## config.mk

```make
export PLATFORM = sky130hd
export DESIGN_NAME = spi_slave_mmio
export DESIGN_NICKNAME = d
export VERILOG_FILES = /design/src/rtl/spi_slave_mmio.sv
export SDC_FILE = /design/constraint.sdc
export NUM_CORES = 1
export LEC_CHECK = 0
export BUFFER_PORTS_ARGS = -buffer_cell sky130_fd_sc_hd__buf_2
export CORE_ASPECT_RATIO = 0.5
export CORE_MARGIN = 5
export CORE_UTILIZATION = 40
export DETAILED_ROUTE_END_ITERATION = 10
export MAX_ROUTING_LAYER = met4
export SYNTH_ARGS = -nofsm -noshare
export SYNTH_HDL_FRONTEND = slang
export SYNTH_SLANG_ARGS = --single-unit
export TNS_END_PERCENT = 1
```

## constraint.sdc

```tcl
create_clock -name clk -period 8.4 [get_ports clk]
set_input_delay 0.42 -clock clk [delete_from_list [all_inputs] [get_ports clk]]
set_output_delay 0.42 -clock clk [all_outputs]
set_load 0.03 [all_outputs]
```

## src/rtl/spi_slave_mmio.sv

```systemverilog
// spi_slave_mmio: SPI mode-0 target (MSB first, 8-bit frames) with an MMIO register block,
// an RX FIFO and a single TX holding register. SPI pins are oversampled in the clk domain.
module spi_slave_mmio #(
  parameter logic [31:0] BASE_ADDR = 32'h2000_2000,
  parameter int unsigned RX_DEPTH  = 8
) (
  input  logic        clk,
  input  logic        reset,
  input  logic        mem_valid,
  input  logic [31:0] mem_addr,
  input  logic [31:0] mem_wdata,
  input  logic [3:0]  mem_wmask,
  output logic        mem_ready,
  output logic [31:0] mem_rdata,
  input  logic        spi_sclk,
  input  logic        spi_mosi,
  input  logic        spi_cs_n,
  output logic        spi_miso,
  output logic        spi_miso_oe
);
  localparam int unsigned PtrW  = (RX_DEPTH > 1) ? $clog2(RX_DEPTH) : 1;
  localparam logic [4:0]  Depth = 5'(RX_DEPTH);

  // Synchronisers: [1] is the synced value, [2] the edge-detect reference.
  logic [2:0] sclk_sync, cs_sync;
  logic [1:0] mosi_sync;
  logic       sclk_rise, sclk_fall, cs_fall, cs_rise, mosi_s;

  // Registered state and next-state.
  logic            en_q, en_d, tx_empty_q, tx_empty_d, ovf_q, ovf_d, udr_q, udr_d;
  logic            active_q, active_d, miso_q, miso_d, oe_q, oe_d, ready_q, ready_d;
  logic [7:0]      hold_q, hold_d, shift_rx_q, shift_rx_d, shift_tx_q, shift_tx_d;
  logic [2:0]      bit_cnt_q, bit_cnt_d;
  logic [31:0]     rdata_q, rdata_d;
  logic [PtrW-1:0] wr_ptr_q, wr_ptr_d, rd_ptr_q, rd_ptr_d;
  logic [4:0]      count_q, count_d;
  logic [7:0]      fifo_mem [RX_DEPTH];

  logic        sel, wr, rd, busy, full, push, pop, flush, load, push_ok, fifo_we;
  logic [7:0]  load_val;
  logic [31:0] status;
  logic        unused_wdata;

  assign unused_wdata = ^mem_wdata[31:8];

  // Shift the asynchronous SPI pins through the synchroniser chains.
  always_ff @(posedge clk) begin
    if (reset) begin
      sclk_sync <= 3'b000;
      cs_sync   <= 3'b111;
      mosi_sync <= 2'b00;
    end else begin
      sclk_sync <= {sclk_sync[1:0], spi_sclk};
      cs_sync   <= {cs_sync[1:0], spi_cs_n};
      mosi_sync <= {mosi_sync[0], spi_mosi};
    end
  end

  assign sclk_rise = sclk_sync[1] & ~sclk_sync[2];
  assign sclk_fall = ~sclk_sync[1] & sclk_sync[2];
  assign cs_fall   = ~cs_sync[1] & cs_sync[2];
  assign cs_rise   = cs_sync[1] & ~cs_sync[2];
  assign mosi_s    = mosi_sync[1];

  assign sel      = mem_valid && (mem_addr[31:4] == BASE_ADDR[31:4]) && !ready_q;
  assign wr       = sel && (mem_wmask != 4'b0000);
  assign rd       = sel && (mem_wmask == 4'b0000);
  assign busy     = ~cs_sync[1] & en_q;
  assign full     = (count_q == Depth);
  assign load_val = tx_empty_q ? 8'hFF : hold_q;
  assign status   = {19'b0, count_q, 2'b00, busy, udr_q, ovf_q, tx_empty_q, full,
                     (count_q != 5'd0)};

  // Next-state: bus decode first, then frame engine, so engine set events override W1C.
  always_comb begin
    en_d       = en_q;
    tx_empty_d = tx_empty_q;
    ovf_d      = ovf_q;
    udr_d      = udr_q;
    active_d   = active_q;
    miso_d     = miso_q;
    oe_d       = oe_q;
    hold_d     = hold_q;
    shift_rx_d = shift_rx_q;
    shift_tx_d = shift_tx_q;
    bit_cnt_d  = bit_cnt_q;
    wr_ptr_d   = wr_ptr_q;
    rd_ptr_d   = rd_ptr_q;
    count_d    = count_q;
    ready_d    = sel;
    rdata_d    = 32'h0;
    push       = 1'b0;
    pop        = 1'b0;
    flush      = 1'b0;
    load       = 1'b0;

    if (wr && mem_wmask[0]) begin
      case (mem_addr[3:0])
        4'h0: begin
          en_d  = mem_wdata[0];
          flush = mem_wdata[1];
        end
        4'h4: begin
          if (mem_wdata[3]) ovf_d = 1'b0;
          if (mem_wdata[4]) udr_d = 1'b0;
        end
        4'h8: begin
          // A load in the same cycle sees the old TX_EMPTY, so these never conflict.
          if (tx_empty_q) begin
            hold_d     = mem_wdata[7:0];
            tx_empty_d = 1'b0;
          end
        end
        default: ;
      endcase
    end

    if (rd) begin
      case (mem_addr[3:0])
        4'h0: rdata_d = {31'b0, en_q};
        4'h4: rdata_d = status;
        4'hC: begin
          if (count_q != 5'd0) begin
            rdata_d = {24'b0, fifo_mem[rd_ptr_q]};
            pop     = 1'b1;
          end
        end
        default: rdata_d = 32'h0;
      endcase
    end

    if (!en_q) begin
      // Disabled: drop any frame so re-enabling waits for a fresh cs_n fall.
      active_d = 1'b0;
      miso_d   = 1'b1;
      oe_d     = 1'b0;
    end else if (cs_fall) begin
      active_d  = 1'b1;
      bit_cnt_d = 3'd0;
      load      = 1'b1;
      miso_d    = load_val[7];
      oe_d      = 1'b1;
    end else if (cs_rise) begin
      active_d  = 1'b0;
      bit_cnt_d = 3'd0;
      miso_d    = 1'b1;
      oe_d      = 1'b0;
    end else if (active_q) begin
      if (sclk_rise) begin
        shift_rx_d = {shift_rx_q[6:0], mosi_s};
        bit_cnt_d  = bit_cnt_q + 3'd1;
        if (bit_cnt_q == 3'd7) begin
          push = 1'b1;
          load = 1'b1;
        end
      end else if (sclk_fall) begin
        if (bit_cnt_q != 3'd0) begin
          shift_tx_d = {shift_tx_q[6:0], 1'b0};
          miso_d     = shift_tx_q[6];
        end else begin
          miso_d = shift_tx_q[7];
        end
      end
    end

    if (load) begin
      shift_tx_d = load_val;
      if (tx_empty_q) udr_d = 1'b1;
      else tx_empty_d = 1'b1;
    end

    // A same-cycle pop frees a slot for the push.
    push_ok = push && (!full || pop);
    if (push && full && !pop && !flush) ovf_d = 1'b1;
    fifo_we = push_ok && !flush;

    if (flush) begin
      wr_ptr_d = '0;
      rd_ptr_d = '0;
      count_d  = 5'd0;
    end else begin
      if (push_ok) wr_ptr_d = wr_ptr_q + 1'b1;
      if (pop) rd_ptr_d = rd_ptr_q + 1'b1;
      count_d = count_q + 5'(push_ok) - 5'(pop);
    end
  end

  // State register with synchronous reset.
  always_ff @(posedge clk) begin
    if (reset) begin
      en_q       <= 1'b0;
      tx_empty_q <= 1'b1;
      ovf_q      <= 1'b0;
      udr_q      <= 1'b0;
      active_q   <= 1'b0;
      miso_q     <= 1'b1;
      oe_q       <= 1'b0;
      ready_q    <= 1'b0;
      rdata_q    <= 32'h0;
      hold_q     <= 8'h00;
      shift_rx_q <= 8'h00;
      shift_tx_q <= 8'h00;
      bit_cnt_q  <= 3'd0;
      wr_ptr_q   <= '0;
      rd_ptr_q   <= '0;
      count_q    <= 5'd0;
    end else begin
      en_q       <= en_d;
      tx_empty_q <= tx_empty_d;
      ovf_q      <= ovf_d;
      udr_q      <= udr_d;
      active_q   <= active_d;
      miso_q     <= miso_d;
      oe_q       <= oe_d;
      ready_q    <= ready_d;
      rdata_q    <= rdata_d;
      hold_q     <= hold_d;
      shift_rx_q <= shift_rx_d;
      shift_tx_q <= shift_tx_d;
      bit_cnt_q  <= bit_cnt_d;
      wr_ptr_q   <= wr_ptr_d;
      rd_ptr_q   <= rd_ptr_d;
      count_q    <= count_d;
    end
  end

  // FIFO storage; contents need no reset since the pointers gate every read.
  always_ff @(posedge clk) begin
    if (fifo_we) fifo_mem[wr_ptr_q] <= shift_rx_d;
  end

  assign mem_ready   = ready_q;
  assign mem_rdata   = rdata_q;
  assign spi_miso    = miso_q;
  assign spi_miso_oe = oe_q;
endmodule
```

==> flow_summary.ini <==
[run]
maxCapViolCount = 0

[pwr]
p_int_mw = 1.14
ir_drop_mv = 0.139
power_switching_mw = 0.307
total_power_mw = 1.44
p_clk_share_pct = 50.3
sequentialPowerShare_pct = 46.8
pwr_density_cell_mw_per_mm2 = 210
power_switching_share_pct = 21.3
p_leak_nw = 2.65
combPwrFrac_pct = 2.9

[cts]
cts_resized = 0
h-tree-depth = 4
cts_buffer_depth = 2
clk_pin_slew_ps = 60
postCtsHoldBufs = 0
cts_made_buffers = 17
cts_tree = done
root_buffer = clkbuf_16
cts_setup_buffers = 0
clock-sinks = 133
worst_skew_pair.late_latency_ps = 420

[detailed_routing]
routedWlPerCell_um = 16.7
drt_iter0_markers = 218
routed_via_density = 4.97
routed_wl_mm = 12.4
routed-via-count = 3687
drcViolationCount = 0
ant_nets = 0
firstDrtPassIters = 4

[global_route]
grt_pass1_vias = 3655
grt_max_degree = 49
grt_pass1_wl_mm = 20.0
grt_overflow_total = 0
antenna_found_initial = 0
grt.total_usage_pct = 15.6

[placed_design]
gp_congestion = 0.785
io_buffers = 65
place_area_mm2 = 0.00629
dp_hpwl_mm = 8.40

[cells_and_area]
final_nets = 620
design_area_mm2 = 0.00688
layout_commonest_cell = dfxtp_1
antennaDiodeCount = 0
post-route-util_pct = 48.1
drive_gt1_share_pct = 28.3
final_cell_mix = 69 x dfxtp_1, 65 x buf_2, 64 x edfxtp_1
area_delta_synth_final_pct = 18.7

[logic_synthesis]
syn_area_per_cell_um2 = 12.7
ys_seq_elements = 133
synth_cells = 457
ys_top_cells_by_area = edfxtp_1 33%, dfxtp_1 24%, mux4_2 6.2%
synth_ff_type = dfxtp_1
synth_edf_count = 64
synth_top_area_cell = edfxtp_1
synthesis.area_mm2 = 0.00579
synth-warning-count = 0
seq_area_frac_synth_pct = 57.0
async_flop_share_pct = 0
netlist-cell-type-count = 61
synth_top_area_share_pct = 33.2

[floorplan]
rows = 31
ios = 109
core_area_mm2 = 0.0143
die_w_um = 180
chipHeight_um = 95.1
die_area_mm2 = 0.0171
start_util_pct = 40.5

[sta]
rsz0062_at_grt = false
fin_skew_ps = 14.0
fmax_mhz = 271
period_needed_ps = 3690
finalMaxSlewViolations = 0
hold_violations = 0
setup_violations = 0
fin_crit_sh_pct = 43.9
setup_tns_ps = 0
relSlewSlack_pct = 6.21
worstMarginPinSlew_ps = 1390

[critical_path]
crit_chain = inv_1, ha_1, or4b_2, nand3_2, nor4_4, o221ai_4, nor4_1, buf_4
slowest_delay_ps = 1110
critPathKind = reg -> reg
critPathMaxFanout = 9
critPathCaptureType = register
critPathRequiredTime_ps = 8520
critPathArrivalTime_ps = 3810
crit_path_top_delay_cell = nor4_1
cp-start-kind = register

[run_status]
outcome = completed

[worst_hold_path]
min_path_type = in -> reg
power groups by stage:
stage               Clock, mW  Combinational (mW)  Sequential, mW
floorplan                   0              0.0305           0.689
global placement            0              0.0414           0.689
detailed placement          0              0.0418           0.689
CTS                     0.738              0.0420           0.675
global route            0.769              0.0454           0.675
finish                  0.725              0.0418           0.675
final cells by class:
cell class | count | area [um^2]
clock buffer | 23 | 493
clock inverter | 9 | 93.8
fill | 1242 | 7430
inverter | 14 | 52.6
multi-input combinational | 290 | 2290
sequential | 133 | 3300
tap | 198 | 248
timing repair buffer | 75 | 400
cells by family (layout without fill, tap and decap cells):
group	count (synthesis)	in the layout	synth area share, %
DFF	133	133	57.0
muxes	47	47	11.8
xor gates and xnor gates	4	4	0.605
buffers and inverters	52	121	4.73
AOI/OAI and AO/OA	45	45	5.27
and+or+nand+nor	160	160	17.2
adders and majority gates	15	15	3.37
other	1	19	0.0647
routing by layer:
| layer | global-route usage (%) | part of all wire (%) | vias up | routed length [um] |
|---|---|---|---|---|
| met2 | 24.3 | 45 | 104 | 5550 |
| met4 | 5.09 | 0.89 | 0 | 110 |
| met3 | 4.34 | 6.2 | 10 | 766 |
| met1 | 20.0 | 48 | 1781 | 5970 |
| li1 | - | - | 1792 | - |
| met5 | - | 0 | - | 0 |
critical path: cells and delay by family, from the launching register on:
family / cells / cell delay [ps]
AND/OR/NAND/NOR: 4 / 2180
flip-flops: 1 / 360
buffers and inverters: 2 / 410
adder cells (fa/ha/maj): 1 / 190
AO/OA/AOI/OAI: 1 / 250
stage by stage:
| stage | setup slack [ps] | hold WS (ps) | instances |
|---|---|---|---|
| floorplan | 5320 | 389 | 475 |
| global placement | 4720 | 402 | 710 |
| detailed placement | 4630 | 400 | 710 |
| CTS | 4710 | 168 | 742 |
| global route | 4530 | 184 | 742 |
| finish | 4710 | 186 | 742 |
cells in the mapped netlist (5+ instances only):
cell type  count
buf_4         19
mux4_2        16
and2_1         8
nor3_1         9
o21ai_0        8
nand2b_1       5
mux2i_1       22
inv_1         14
clkbuf_1      14
dfxtp_1       69
nor2b_1       19
mux2_2         9
nand2_1       19
ha_1          14
nor4_1         7
nor2_1        42
nand4_1        6
a21oi_1       12
a31oi_1        7
nand3_1        8
edfxtp_1      64
registers in the layout, summed over array words and instances (netlist names), named ones only:
name / cells
udr_q: 1
mem_rdata: 13
rd_ptr_q: 3
cs_sync: 3
shift_tx_q: 8
mem_ready: 1
mosi_sync: 2
count_q: 5
spi_miso_oe: 1
tx_empty_q: 1
wr_ptr_q: 3
fifo_mem: 64
hold_q: 8
shift_rx_q: 8
bit_cnt_q: 3
ovf_q: 1
en_q: 1
spi_miso: 1
sclk_sync: 3
path summary, 6_finish.rpt:
check | startpoint | to | slack [ps] | cells after the start
setup / recovery | count_q[2]$_SDFF_PP0_ | fifo_mem[4][2]$_DFFE_PP_ | 4710 | 8
hold / removal | spi_cs_n | cs_sync[0]$_SDFF_PP1_ | 190 | 2
setup reg to reg | count_q[2]$_SDFF_PP0_ | fifo_mem[4][2]$_DFFE_PP_ | 4710 | 8
hold reg to reg | cs_sync[0]$_SDFF_PP1_ | cs_sync[1]$_SDFF_PP1_ | 410 | 1
(Power assumes the default switching activity.)
